<file path="config.mk">
export PLATFORM = sky130hd
export DESIGN_NAME = fetch_queue
export DESIGN_NICKNAME = d
export VERILOG_FILES = /design/src/rtl/cpu_pkg.sv /design/src/rtl/sync_fifo.sv /design/src/rtl/fetch_queue.sv
export SDC_FILE = /design/constraint.sdc
export NUM_CORES = 1
export LEC_CHECK = 0
export CORE_MARGIN = 4
export CORE_UTILIZATION = 30
export CTS_BUF_LIST = sky130_fd_sc_hd__clkbuf_8
export DETAILED_ROUTE_END_ITERATION = 6
export GPL_ROUTABILITY_DRIVEN = 0
export PLACE_DENSITY = 0.48
export SLEW_MARGIN = 10
export SYNTH_ARGS = -nofsm -noshare
export SYNTH_HDL_FRONTEND = slang
export SYNTH_SLANG_ARGS = --single-unit
</file>
<file path="constraint.sdc">
create_clock -name clk -period 2.9 [get_ports clk]
set_input_delay 0.87 -clock clk [delete_from_list [all_inputs] [get_ports clk]]
set_output_delay 0.87 -clock clk [all_outputs]
set_load 0.02 [all_outputs]
</file>
<file path="src/rtl/cpu_pkg.sv">
// Shared CPU definitions: datapath widths, reset vector and the fetch entry
// handed from the fetch queue to decode.
package cpu_pkg;

  localparam int          ADDR_W         = 16;
  localparam int          INSTR_W        = 16;
  localparam int          MEM_RD_LATENCY = 2;
  localparam logic [15:0] RESET_PC       = 16'h0000;

  typedef struct packed {
    logic [INSTR_W-1:0] instr;
    logic [ADDR_W-1:0]  pc;
  } fetch_entry_t;

endpackage

</file>
<file path="src/rtl/sync_fifo.sv">
// Circular buffer of fetch entries with a synchronous clear that wins over
// push/pop. The head is gated to zero while empty so nothing stale leaks out.
module sync_fifo
  import cpu_pkg::*;
#(
  parameter int DEPTH = 4
) (
  input  logic                       clk,
  input  logic                       rst_n,
  input  logic                       clear,
  input  logic                       push,
  input  fetch_entry_t               push_data,
  input  logic                       pop,
  output fetch_entry_t               head,
  output logic [$clog2(DEPTH+1)-1:0] count,
  output logic                       full,
  output logic                       empty
);

  localparam int PTR_W = $clog2(DEPTH);
  localparam int CNT_W = $clog2(DEPTH + 1);

  fetch_entry_t     mem_q [DEPTH];
  logic [PTR_W-1:0] wr_ptr_q, wr_ptr_d;
  logic [PTR_W-1:0] rd_ptr_q, rd_ptr_d;
  logic [CNT_W-1:0] count_q, count_d;

  always_comb begin
    wr_ptr_d = wr_ptr_q;
    rd_ptr_d = rd_ptr_q;
    count_d  = count_q;
    if (clear) begin
      wr_ptr_d = '0;
      rd_ptr_d = '0;
      count_d  = '0;
    end else begin
      if (push) wr_ptr_d = wr_ptr_q + 1'b1;
      if (pop)  rd_ptr_d = rd_ptr_q + 1'b1;
      case ({push, pop})
        2'b10:   count_d = count_q + 1'b1;
        2'b01:   count_d = count_q - 1'b1;
        default: count_d = count_q;
      endcase
    end
  end

  always_ff @(posedge clk or negedge rst_n) begin
    if (!rst_n) begin
      wr_ptr_q <= '0;
      rd_ptr_q <= '0;
      count_q  <= '0;
    end else begin
      wr_ptr_q <= wr_ptr_d;
      rd_ptr_q <= rd_ptr_d;
      count_q  <= count_d;
    end
  end

  // Storage needs no reset: emptiness alone decides what is visible.
  always_ff @(posedge clk) begin
    if (push && !clear) mem_q[wr_ptr_q] <= push_data;
  end

  assign count = count_q;
  assign empty = (count_q == '0);
  assign full  = (int'(count_q) == DEPTH);
  assign head  = empty ? '0 : mem_q[rd_ptr_q];

endmodule

</file>
<file path="src/rtl/fetch_queue.sv">
// Decoupled instruction fetcher: issues reads to a 2-cycle memory, tracks them
// in a two-stage return pipe and buffers results for decode.
module fetch_queue
  import cpu_pkg::*;
#(
  parameter int          DEPTH    = 4,
  parameter logic [15:0] RESET_PC = cpu_pkg::RESET_PC
) (
  input  logic                clk,
  input  logic                rst_n,
  input  logic                halt,
  input  logic                flush,
  input  logic [ADDR_W-1:0]   flush_target,
  output logic [ADDR_W-2:0]   mem_raddr,
  input  logic [INSTR_W-1:0]  mem_rdata,
  output logic                out_valid,
  input  logic                out_ready,
  output logic [INSTR_W-1:0]  out_instr,
  output logic [ADDR_W-1:0]   out_pc
);

  localparam int CNT_W = $clog2(DEPTH + 1);

  logic [ADDR_W-1:0] pc_q, pc_d;
  logic              v0_q, v0_d, v1_q, v1_d;
  logic [ADDR_W-1:0] p0_q, p0_d, p1_q, p1_d;

  logic [CNT_W-1:0]  fifo_count;
  logic              fifo_full, fifo_empty;
  fetch_entry_t      fifo_head, push_entry;
  logic              issue, push, pop;
  logic [1:0]        inflight;
  logic [CNT_W:0]    occupancy;

  // Entries queued plus reads still returning must never exceed DEPTH, so a
  // returning read always has a slot waiting for it.
  always_comb begin
    inflight   = {1'b0, v0_q} + {1'b0, v1_q};
    occupancy  = {1'b0, fifo_count} + (CNT_W + 1)'(inflight);
    issue      = !halt && !flush && (int'(occupancy) < DEPTH);
    push       = v1_q && !flush;
    pop        = !fifo_empty && out_ready && !flush;
    push_entry = '{instr: mem_rdata, pc: p1_q};
  end

  always_comb begin
    pc_d = pc_q;
    v0_d = issue;
    p0_d = pc_q;
    v1_d = v0_q && !flush;
    p1_d = p0_q;
    if (flush)      pc_d = flush_target & 16'hFFFE;
    else if (issue) pc_d = pc_q + 16'd2;
  end

  always_ff @(posedge clk or negedge rst_n) begin
    if (!rst_n) begin
      pc_q <= RESET_PC;
      v0_q <= 1'b0;
      v1_q <= 1'b0;
      p0_q <= '0;
      p1_q <= '0;
    end else begin
      pc_q <= pc_d;
      v0_q <= v0_d;
      v1_q <= v1_d;
      p0_q <= p0_d;
      p1_q <= p1_d;
    end
  end

  always_ff @(posedge clk) begin
    if (rst_n && push) assert (!fifo_full);
  end

  sync_fifo #(.DEPTH(DEPTH)) u_fifo (
    .clk       (clk),
    .rst_n     (rst_n),
    .clear     (flush),
    .push      (push),
    .push_data (push_entry),
    .pop       (pop),
    .head      (fifo_head),
    .count     (fifo_count),
    .full      (fifo_full),
    .empty     (fifo_empty)
  );

  assign mem_raddr = pc_q[ADDR_W-1:1];
  assign out_valid = !fifo_empty;
  assign out_instr = fifo_head.instr;
  assign out_pc    = fifo_head.pc;

endmodule

</file>
Word level (Yosys, flattened, before mapping)
Memory sizes are Yosys's and may differ from the RTL's.
Index checks and enable logic that the tools add are counted.
Word-level totals
  register bits: 57
  bits in writable memories: 128
  input port bits: 37
  output and inout bits: 48
  word-level logic and storage cells: 45
  memories kept: 1
Memories
  u_fifo.mem_q: words 4, width 32, rd ports 1, clocked after memory_dff 0, write ports 1, line sync_fifo.sv:23  | fetch_entry_t mem_q [DEPTH];
Operators by class
  add/subtract/negate cells: 7
  order comparisons: 1
  equal/unequal tests: 2
  muxes and demuxes: 11
  reduce and logical (&&, ||, !) cells: 15
Operators by type and width (count)
  $mux 16: 2
  $mux 32: 1
  $add 16x2->16 const B: 1
  $mux 2: 4
  $logic_and 1x1->1: 7
  $pmux 3 s2: 1
  $reduce_bool 2->1: 3
  $add 2x1->2 const B: 2
  $add 3x2->4: 1
  $lt 4x3->1 const B: 1
  $add 3x1->3 const B: 1
  $logic_not 1->1: 3
  $logic_not 3->1: 1
  $mux 3: 1
  $reduce_bool 3->1: 1
  $sub 3x1->3 const B: 1
  $add 1x1->2: 1
  $eq 2x1->1 const B: 1
  $eq 2x2->1 const B: 1
  $mux 1: 2

Logic depth before layout (Yosys ltp)
Gate-level depths: netlist (run 1).
  word-level depth: 7
  depth in mapped cells: 8

Modules after synthesis
Synthesis (run 1) repeated with hierarchy kept, for this count alone.
Unflattened totals
  cell total of the unflattened synthesis: 389
  area, all modules: 7081.8 um^2
By module, submodules not included
  sync_fifo: instances 1, cells each 246, area an instance 5308.8 um^2
  fetch_queue: instances 1, cells each 143, area an instance 1773.0 um^2

Worst setup path before layout (run 1)
Ideal clock, no wire load.
  path type: input -> register
  start point: input port flush
  end point: register u_fifo.count_q[2] (netlist: u_fifo.count[2])
  setup time: 0.132 ns
  arrival time: 2.516 ns
  data required time: 2.768 ns
  path slack: 0.252 ns
  stages: 8
  buffers on the path: 2
  cell sequence: clkbuf_1 buf_1 nor3_1 fa_1 or2_2 mux2i_1 xnor2_1 nor2_1
Between the ends
  word-level cells in the longest chain between the ends: 5
  elaborated cells between the ends (all ways): 8
  classes of those cells: eq/ne (2); mux (2); reduce/logical (4)
Ends and longest elaborated chain
  start: declaration: line fetch_queue.sv:12  | input logic flush,
  $logic_not 1->1: line fetch_queue.sv:41, fetch_queue.sv:42
  $logic_and 1x1->1 (on tied branches): line fetch_queue.sv:42, fetch_queue.sv:41
  $eq 2x1->1 or $eq 2x2->1 (tied branches): line sync_fifo.sv:39  | case ({push, pop})
  $pmux 3 s2: line sync_fifo.sv:39
  $mux 3: line sync_fifo.sv:32  | if (clear) begin
  end signal: assignment: line sync_fifo.sv:55  | count_q <= count_d;
  end: declaration: line sync_fifo.sv:26  | logic [CNT_W-1:0] count_q, count_d;
Several ways; a longest one is shown, not always the timed one.
A chain may end at the register's enable or synchronous reset.

Worst setup path after layout (run 1)
  start point: register u_fifo.rd_ptr_q[0]
  end point: output port out_pc[13]
Between the ends
  word-level cells in the longest chain between the ends: 2
Ends and longest elaborated chain
  start: declaration: line sync_fifo.sv:25  | logic [PTR_W-1:0] rd_ptr_q, rd_ptr_d;
  start signal: assignment: line sync_fifo.sv:54  | rd_ptr_q <= rd_ptr_d;
  $mem_v2 4x32
  $mux 32: line sync_fifo.sv:67  | assign head = empty ? '0 : mem_q[rd_ptr_q];
  end: declaration: line fetch_queue.sv:19  | output logic [ADDR_W-1:0] out_pc
Every way passes these cells.

==> out/metrics.csv, run 1 <==
stage,metric,value,unit
finish,mostFrequentLayoutCell,edfxtp_1,
route,wl_per_cell,17.6,microns
setup_path,critPathMaxStageDelay,0.50,ns
route,vias,3529,
cts,cts_tree,yes,
flow_run,maxCapViolCount,0,
route,drt_pre_antenna_iters,4,
route,drc,0,
sta,finalMaxSlewViolations,0,
die,fp.dieW,159,microns
finish,fillCellCount,2061,
yosys,synthesis.nets,423,
cts,htreeDepth,4,
setup_path,critPathBufInv,2,
place,hpwl,8540,microns
pwr,power.density,832,nW/um^2
setup_path,cp_data_required_time,2.03,ns
yosys,syn_inst,379,
sta,period_minus_slack,2.81,ns
cts,clk_pin_slew_worst_paths,0.09,ns
pwr,switching_power,0.00220,W
sta,finalSetupViolations,0,
die,start_util,30.4,%
setup_path,crit_arrival,1.94,ns
pwr,switching_share,30.2,%
sta,period_share,96.8,%
yosys,synth_edf_count,124,
sta,skew,0.0147,ns
pwr,ir_worst_vdd,327,uV
sta,max-slew-margin-rel,57.6,%
yosys,synthesis.area,6870,sq um
setup_path,crit_path_top_delay_cell,dfrtp_2,
sta,finalHoldViolCount,0,
route,ant_nets,0,
setup_path,end_kind,output pin,
setup_path,crit_chain,buf_12 -> mux4_2 -> and2_4 -> buf_4,
place,port_buffers,82,
outcome,outcome,finished clean,
pwr,p_leak,3.11,nW
route,vias_per_cell,4.51,
finish,drive_gt1_share,31.1,%
sta,fmax,356,MHz
pwr,seqPwrFrac,41.2,%
global_routing,grtUsageTotal,11.2,%
yosys,syn_avg_cell_area,18.1,sq um
yosys,ys.flop_type,edfxtp_1,
finish,n_antenna_cell,0,
yosys,async_flop_share,30.3,%
pwr,intPower,0.00508,W
route,wirelength,13800,microns
pwr,totalPowerFinal,0.00728,W
yosys,yosysWarnings,0,
yosys,synth.distinct_cells,44,
cts,cts_buffers,17,
finish,areaGrowthSynthToFinish,27.4,%
finish,fin_nets,529,
setup_path,crit_type,register to output pin,
pwr,comb_power_share,36.1,%
global_routing,grt_max_degree,34,
die,dieArea,25400,sq um
route,drt_iter0_drc,181,
pwr,p_clk_share,22.7,%
setup_path,path_delay_family,flip-flops,
yosys,ys_ff_latch,178,
sta,tightest_slew,0.637,ns
global_routing,grt_pass1_vias,3888,
global_routing,grt_pass1_wl,21900,microns
setup_path,start_kind,register,
global_routing,overflow,0,
sta,fin_setup_tns,0,ns
setup_path,crit_fanout,8,
finish,layout_common_cells,"edfxtp_1, dfrtp_1, clkdlybuf4s50_1, mux4_2, and2_4",
global_routing,antenna_found_initial,0,
cts,cts_root_buffer,clkbuf_8,
cts,insertion_delay,0.45,ns
die,die_h,159,microns
cts,cts_num_sinks,178,
die,core,22600,sq um
worst_hold_path,worstHoldPathType,register to register,
yosys,ys_seq_area_share,73.9,%
finish,utilization,38.8,%
cts,clock_path_buffers,2,
die,rows,55,
die,ioPinCount,85,
==> synthesized netlist by cell type, types with 2 or more instances <==
library cell | count | area share [%]
nor2b_1 | 3 | 0.27
buf_2 | 4 | 0.29
o21ai_0 | 8 | 0.58
nand3_1 | 4 | 0.29
mux2i_1 | 7 | 1.0
and2_1 | 38 | 3.5
xor2_1 | 5 | 0.64
a211o_1 | 2 | 0.26
mux4_2 | 31 | 10
or4_1 | 3 | 0.33
buf_1 | 3 | 0.16
edfxtp_1 | 124 | 54
clkbuf_1 | 7 | 0.38
nand2_1 | 16 | 0.87
buf_4 | 2 | 0.22
and4_1 | 3 | 0.38
a31oi_1 | 3 | 0.27
o2111a_1 | 2 | 0.33
xnor2_1 | 7 | 0.89
ha_1 | 6 | 1.1
o31ai_1 | 3 | 0.33
o211ai_1 | 2 | 0.22
nor2_1 | 15 | 0.82
a21oi_1 | 2 | 0.15
dfrtp_1 | 54 | 20
nor3_1 | 4 | 0.29
inv_1 | 4 | 0.22
==> state kept, by name (all words and copies together) (netlist names) <==
register	flops
u_fifo.count	3
v0_q	1
u_fifo.mem_q	124
p0_d	15
v1_q	1
p0_q	15
p1_q	15
u_fifo.rd_ptr_q	2
u_fifo.wr_ptr_q	2
==> what timing repair did <==
item                       in CTS  in global routing
gates cloned                    2                  0
buffers inserted                3                  0
setup endpoints to repair      32                 31
hold buffers                    0                  0
gates resized for setup       173                 42
==> cells by family after synthesis <==
| kind of cell | count (synthesis) | share of synthesized area [%] |
|---|---|---|
| AOI/OAI and AO/OA | 31 | 3.28 |
| xor gates and xnor gates | 12 | 1.53 |
| adders and majority gates | 7 | 1.39 |
| other | 1 | 0.0546 |
| DFF | 178 | 73.9 |
| buffers and inverters | 21 | 1.33 |
| and+or+nand+nor | 91 | 7.31 |
| muxes | 38 | 11.2 |
==> worst register-to-register path, delay by kind of cell (launching register included) <==
kind	cells	cell delay, ns
compound gates	3	0.65
fa+ha+maj	1	0.30
buf+inv	1	0.16
flops	1	0.38
simple gates	1	0.51
==> power groups by stage <==
| stage | combinational, W | clock, W | sequential [W] |
|---|---|---|---|
| 2_1_floorplan | 0.00123 | 0 | 0.00305 |
| 3_3_place_gp | 0.00233 | 0 | 0.00304 |
| 3_5_place_dp | 0.00233 | 0 | 0.00305 |
| 4_1_cts | 0.00253 | 0.00172 | 0.00300 |
| 5_1_grt | 0.00283 | 0.00183 | 0.00302 |
| 6_report | 0.00263 | 0.00165 | 0.00300 |
==> cell type report <==
class                           instances  area [sq um]  area share (%)
Inverter                                5          18.8           0.215
Clock inverter                         14           139            1.59
Tap cell                              285           357            4.08
Timing Repair Buffer                  103          1130            12.9
Multi-Input combinational cell        180          1780            20.4
Sequential cell                       178          5080            58.0
Clock buffer                           18           248            2.83
==> worst paths after layout <==
check / from / end / slack (ns) / cells past startpoint
max: u_fifo.rd_ptr_q[0]$_DFFE_PN0P_ / out_pc[13] / 0.09 / 4
min: p0_q[8]$_DFF_PN0_ / p1_q[8]$_DFF_PN0_ / 0.35 / 0
max reg2reg: u_fifo.count[0]$_DFFE_PN0P_ / p0_d[14]$_DFFE_PN0P_ / 0.82 / 6
min reg2reg: p0_q[8]$_DFF_PN0_ / p1_q[8]$_DFF_PN0_ / 0.35 / 0
max in group asynchronous: rst_n / p1_q[12]$_DFF_PN0_ / 1.88 / 2
min in group asynchronous: rst_n / p0_d[6]$_DFFE_PN0P_ / 0.44 / 1
==> layer usage <==
| layer | vias up | track usage [%] | part of all wire [%] | wire (microns) |
|---|---|---|---|---|
| met5 | - | 0 | 0 | 0 |
| met4 | 0 | 3.55 | 1.2 | 164 |
| met3 | 16 | 3.18 | 3.1 | 425 |
| met2 | 76 | 18.3 | 50 | 6840 |
| met1 | 1781 | 14.5 | 46 | 6320 |
| li1 | 1656 | - | - | - |
==> stage by stage <==
stage	hold slack, ns	instances	instance area (sq um)	worst slack (ns)
2_1_floorplan	0.331	379	6870	0.252
3_3_place_gp	0.339	748	8220	0.115
3_5_place_dp	0.336	748	8220	0.108
4_1_cts	0.358	785	8690	-0.0347
5_1_grt	0.361	783	8750	-0.00937
6_report	0.355	783	8750	0.0921
Power figures use the tool's default switching activity.
==> run 2: changes to the inputs <==
--- a/config.mk
+++ b/config.mk
@@ -11,6 +11,7 @@
 export DETAILED_ROUTE_END_ITERATION = 6
 export GPL_ROUTABILITY_DRIVEN = 0
 export PLACE_DENSITY = 0.48
+export SKIP_LAST_GASP = 1
 export SLEW_MARGIN = 10
 export SYNTH_ARGS = -nofsm -noshare
 export SYNTH_HDL_FRONTEND = slang
==> constraint.sdc (replaced) <==
create_clock -name clk -period 2.6 [get_ports clk]
set_input_delay 0.78 -clock clk [delete_from_list [all_inputs] [get_ports clk]]
set_output_delay 0.78 -clock clk [all_outputs]
set_load 0.02 [all_outputs]
==> run 2 against run 1 <==
Against the previous run: final area rose by 0.87%; critical endpoint is now out_instr[14]; sequential share of layout area decreased by 0.50 points; setup slack got worse by 0.21 ns; largest cell class unchanged; global-route usage hardly changed; die area unchanged; final cell count is 0.77% higher; count of clock-buffer cells in the layout is 2 higher; critical path type unchanged; largest power group unchanged; the flow now finishes with violations (setup timing).
==> out/metrics.csv, run 2 (same netlist as run 1, synthesis figures left out) <==
stage,metric,value,unit
outcome,outcome,"finished, violations left",
outcome,violations,setup timing,
sta,fmax,368,MHz
cts,cts_num_sinks,178,
setup_path,crit_path_top_delay_cell,mux4_2,
sta,finalMaxSlewViolations,0,
cts,clk_pin_slew_worst_paths,0.09,ns
setup_path,path_delay_family,multiplexers,
finish,mostFrequentLayoutCell,edfxtp_1,
sta,period_minus_slack,2.72,ns
route,drc,0,
finish,utilization,39.1,%
cts,htreeDepth,4,
setup_path,end_kind,output pin,
setup_path,r2r_end,p0_d[14]$_DFFE_PN0P_,
global_routing,grt_pass1_wl,21800,microns
global_routing,grtUsageTotal,11.2,%
finish,n_antenna_cell,0,
setup_path,critPathBufInv,3,
die,ioPinCount,85,
sta,skew,0.0121,ns
finish,drive_gt1_share,31.3,%
setup_path,crit_arrival,1.94,ns
finish,layout_common_cells,"edfxtp_1, dfrtp_1, clkdlybuf4s50_1, mux4_2, buf_6",
route,drt_pre_antenna_iters,4,
finish,areaGrowthSynthToFinish,28.6,%
sta,whs,0.337,ns
place,hpwl,8610,microns
route,wirelength,14000,microns
global_routing,overflow,0,
global_routing,grt_pass1_vias,3863,
sta,rsz0062_at_grt,true,
cts,insertion_delay,0.45,ns
finish,largest_register,u_fifo.mem_q,
setup_path,crit_type,register to output pin,
setup_path,crit_cells,5,
die,dieArea,25400,sq um
setup_path,start_kind,register,
cts,ctsHoldBuffers,0,
sta,max-slew-margin-rel,58.3,%
route,wl_per_cell,17.7,microns
pwr,p_leak,3.15,nW
sta,worst_slack,-0.117,ns
route,ant_nets,0,
pwr,power.density,943,nW/um^2
die,start_util,30.4,%
cts,cts_buffers,17,
die,core,22600,sq um
setup_path,crit_chain,buf_12 -> buf_12 -> mux4_2 -> and2_4 -> buf_6,
global_routing,grt_max_degree,34,
setup_path,crit_fanout,8,
place,port_buffers,82,
die,fp.dieW,159,microns
setup_path,critPathMaxStageDelay,0.50,ns
pwr,ir_worst_vdd,347,uV
worst_hold_path,worstHoldPathType,primary input to asynchronous set/reset pin,
finish,largest_reg_flops,124,
setup_path,r2r_setup_slack,0.56,ns
die,die_h,159,microns
route,vias,3620,
setup_path,worstReg2RegStart,u_fifo.count[0]$_DFFE_PN0P_,
finish,fin_nets,535,
sta,finalHoldViolCount,0,
setup_path,reg2regPathDepth,6,
route,vias_per_cell,4.59,
sta,tightest_slew,0.626,ns
flow_run,maxCapViolCount,0,
route,drt_iter0_drc,117,
cts,cts_tree,yes,
setup_path,cp_data_required_time,1.82,ns
sta,finalSetupViolations,31,
sta,period_share,105,%
cts,cts_root_buffer,clkbuf_8,
cts,clock_path_buffers,2,
setup_path,crit_top_cell,buf_12,
die,rows,55,
global_routing,antenna_found_initial,0,
run 2: power breakdown:
group | switching, W | internal, W | total, W | leakage [nW]
sequential | 0.000125 | 0.00320 | 0.00333 | 1.76
combinational | 0.00142 | 0.00158 | 0.00301 | 1.17
clock | 0.000957 | 0.00103 | 0.00199 | 0.216
run 2: how the worst max path moves through the flow:
stage,from,end
floorplan,flush,u_fifo.count[2]$_DFFE_PN0P_
global placement,u_fifo.rd_ptr_q[0]$_DFFE_PN0P_,out_pc[9]
detailed placement,u_fifo.rd_ptr_q[0]$_DFFE_PN0P_,out_pc[9]
CTS,u_fifo.rd_ptr_q[0]$_DFFE_PN0P_,out_pc[3]
global route,u_fifo.rd_ptr_q[0]$_DFFE_PN0P_,out_instr[14]
finish,u_fifo.rd_ptr_q[0]$_DFFE_PN0P_,out_instr[14]
run 2: final cells by class:
cell class | count | area, sq um
inverter | 5 | 18.8
fill | 2058 | 13700
sequential | 178 | 5080
timing repair buffer | 109 | 1180
tap | 285 | 357
multi-input combinational | 180 | 1770
clock buffer | 20 | 275
clock inverter | 12 | 151
run 2: per-layer routing:
metal	part of all wire (%)	GRT usage (%)
met4	1.3	3.91
met2	50	18.0
met1	46	14.7
met3	3.4	2.95
met5	0	0
run 2: what timing repair did:
item	in CTS	in global routing
gates resized for setup	198	3
cloned	2	1
setup endpoints to repair	32	32
buffers inserted	2	0
pin swaps	1	0
run 2: metrics by stage:
stage / instance area, sq um / worst slack [ns] / total power [W] / cells / TNS [ns]
after floorplan: 6870 / 0.0420 / 0.00477 / 379 / 0
after global placement: 8270 / -0.0841 / 0.00601 / 753 / -1.04
after detailed placement: 8270 / -0.0935 / 0.00602 / 753 / -1.15
after CTS: 8830 / -0.176 / 0.00839 / 789 / -4.66
after global routing: 8830 / -0.229 / 0.00874 / 789 / -5.99
final: 8830 / -0.117 / 0.00832 / 789 / -2.73
==> run 3: changes to the inputs <==
--- a/config.mk
+++ b/config.mk
@@ -6,11 +6,12 @@
 export NUM_CORES = 1
 export LEC_CHECK = 0
 export CORE_MARGIN = 4
-export CORE_UTILIZATION = 30
+export CORE_UTILIZATION = 50
 export CTS_BUF_LIST = sky130_fd_sc_hd__clkbuf_8
 export DETAILED_ROUTE_END_ITERATION = 6
 export GPL_ROUTABILITY_DRIVEN = 0
-export PLACE_DENSITY = 0.48
+export PLACE_DENSITY = 0.73
+export SKIP_CTS_REPAIR_TIMING = 1
 export SKIP_LAST_GASP = 1
 export SLEW_MARGIN = 10
 export SYNTH_ARGS = -nofsm -noshare
==> run 3 against run 2 <==
Against the previous run: clock power decreased by 4%; die area fell by 38%; critical path type unchanged; non-clock buffer count grew 2; via count shrank 1.2%; count of clock-buffer cells in the layout fell by 3; setup slack got worse by 0.014 ns; the run still ends with setup timing left; largest power group unchanged; fmax decreased by 0.50%; global-route usage rose by 5.0 points; power fell by 2.7%; highest routed layer unchanged.
==> out/metrics.csv, run 3 (same netlist as run 1, synthesis figures left out) <==
stage,metric,value,unit
finish,utilization,65.1,%
die,core,13300,sq um
pwr,p_leak,3.16,nW
cts,clk_pin_slew_worst_paths,0.08,ns
route,wirelength,12300,microns
cts,cts_num_sinks,178,
route,wl_per_cell,18.1,microns
global_routing,antenna_found_initial,0,
sta,period_minus_slack,2.73,ns
sta,period_share,105,%
route,vias,3576,
pwr,ir_worst_vdd,380,uV
sta,skew,0.0109,ns
finish,n_antenna_cell,0,
cts,cts_tree,yes,
finish,largest_reg_flops,124,
global_routing,grtUsageTotal,16.1,%
place,hpwl,8070,microns
cts,insertion_delay,0.43,ns
setup_path,crit_chain,buf_8 -> buf_12 -> mux4_2 -> and2_1 -> clkbuf_2,
global_routing,grt_max_degree,37,
finish,regArea,5080,sq um
global_routing,grt_pass1_wl,19700,microns
sta,finalHoldViolCount,0,
flow_run,maxCapViolCount,0,
setup_path,critPathMaxStageDelay,0.49,ns
setup_path,crit_type,register to output pin,
setup_path,start_kind,register,
sta,finalMaxSlewViolations,0,
sta,finalSetupViolations,30,
die,fp.dieW,125,microns
finish,drive_gt1_share,29.1,%
sta,max-slew-margin-rel,63.6,%
die,rows,42,
place,port_buffers,82,
route,drc,0,
global_routing,grt_busiest_layer,met2,
setup_path,crit_path_top_delay_cell,mux4_2,
cts,clock_path_buffers,2,
setup_path,end_kind,output pin,
global_routing,overflow,0,
pwr,power.density,932,nW/um^2
sta,fmax,366,MHz
sta,rsz0062_at_grt,true,
die,die_h,125,microns
global_routing,use_met3,3.84,%
global_routing,grt_pass1_vias,3753,
finish,multi_input_comb_area,1760,sq um
cts,cts_buffers,17,
sta,worst_slack,-0.131,ns
setup_path,cp_data_required_time,1.82,ns
global_routing,met2_usage,27.1,%
worst_hold_path,worstHoldPathType,primary input to asynchronous set/reset pin,
route,ant_nets,0,
cts,cts_root_buffer,clkbuf_8,
setup_path,crit_arrival,1.95,ns
sta,tightest_slew,0.546,ns
outcome,violations,setup timing,
finish,areaGrowthSynthToFinish,26.5,%
route,drt_iter0_drc,254,
setup_path,crit_fanout,5,
finish,largest_register,u_fifo.mem_q,
finish,layout_common_cells,"edfxtp_1, dfrtp_1, clkdlybuf4s50_1, mux4_2, and2_4",
place,pre_cts_slack,-0.0986,ns
die,dieArea,15700,sq um
finish,fin_nets,537,
finish,fillCellCount,929,
route,drt_pre_antenna_iters,4,
finish,mostFrequentLayoutCell,edfxtp_1,
cts,htreeDepth,4,
route,vias_per_cell,5.24,
die,ioPinCount,85,
outcome,outcome,"finished, violations left",
global_routing,grtUsageMet1,20.9,%
die,start_util,51.4,%
run 3: changes by cell type in the layout (fill, tap and decap cells not counted), moves of 4 or more:
cell      before  now
buf_2         10    5
and2_1        11   15
and2_2         4    0
buf_4         13   17
clkinv_1       1    5
run 3: path summary, 6_finish.rpt:
path,start,endpoint,slack (ns),cells past startpoint
max,u_fifo.rd_ptr_q[0]$_DFFE_PN0P_,out_pc[15],-0.13,5
min,rst_n,p0_q[6]$_DFF_PN0_,0.33,1
max reg2reg,u_fifo.count[0]$_DFFE_PN0P_,p0_d[12]$_DFFE_PN0P_,0.53,6
min reg2reg,p0_q[3]$_DFF_PN0_,p1_q[3]$_DFF_PN0_,0.35,0
max in group asynchronous,rst_n,p1_q[3]$_DFF_PN0_,1.72,2
min in group clk,p0_q[3]$_DFF_PN0_,p1_q[3]$_DFF_PN0_,0.35,0
run 3: layer usage:
layer / vias up / wire [microns] / part of all wire [%]
li1: 1671 / - / -
met3: 14 / 417 / 3.4
met2: 80 / 6390 / 52
met1: 1811 / 5370 / 44
met5: - / 0 / 0
met4: 0 / 136 / 1.1
run 3: worst max-delay path, delay by kind of cell (launching register included):
kind / cells / cell delay, ns
DFF: 1 / 0.41
and+or+nand+nor: 1 / 0.19
muxes: 1 / 0.49
buffers and inverters: 3 / 0.44
run 3: final cells by class:
| cell class | instances | area share [%] |
|---|---|---|
| tap | 176 | 2.54 |
| inverter | 5 | 0.216 |
| clock buffer | 17 | 2.69 |
| clock inverter | 15 | 2.02 |
| multi-input combinational | 180 | 20.2 |
| sequential | 178 | 58.4 |
| timing repair buffer | 111 | 13.9 |
run 3: per-stage QoR:
step	setup TNS (ns)	power, W	area, sq um	cells	hold WS, ns
after floorplan	0	0.00477	6870	379	0.331
after global placement	-1.67	0.00592	8150	645	0.333
after detailed placement	-1.76	0.00597	8150	645	0.335
after CTS	-16.84	0.00786	8560	677	0.325
after global routing	-4.99	0.00847	8680	682	0.357
final	-2.72	0.00810	8680	682	0.332
run 3: power by group:
| group | internal [W] | switching [W] | total, W | leakage, nW |
|---|---|---|---|---|
| Sequential | 0.00320 | 0.000125 | 0.00333 | 1.76 |
| Combinational | 0.00155 | 0.00131 | 0.00286 | 1.19 |
| Clock | 0.00102 | 0.000886 | 0.00191 | 0.206 |
| Total | 0.00577 | 0.00232 | 0.00810 | 3.16 |
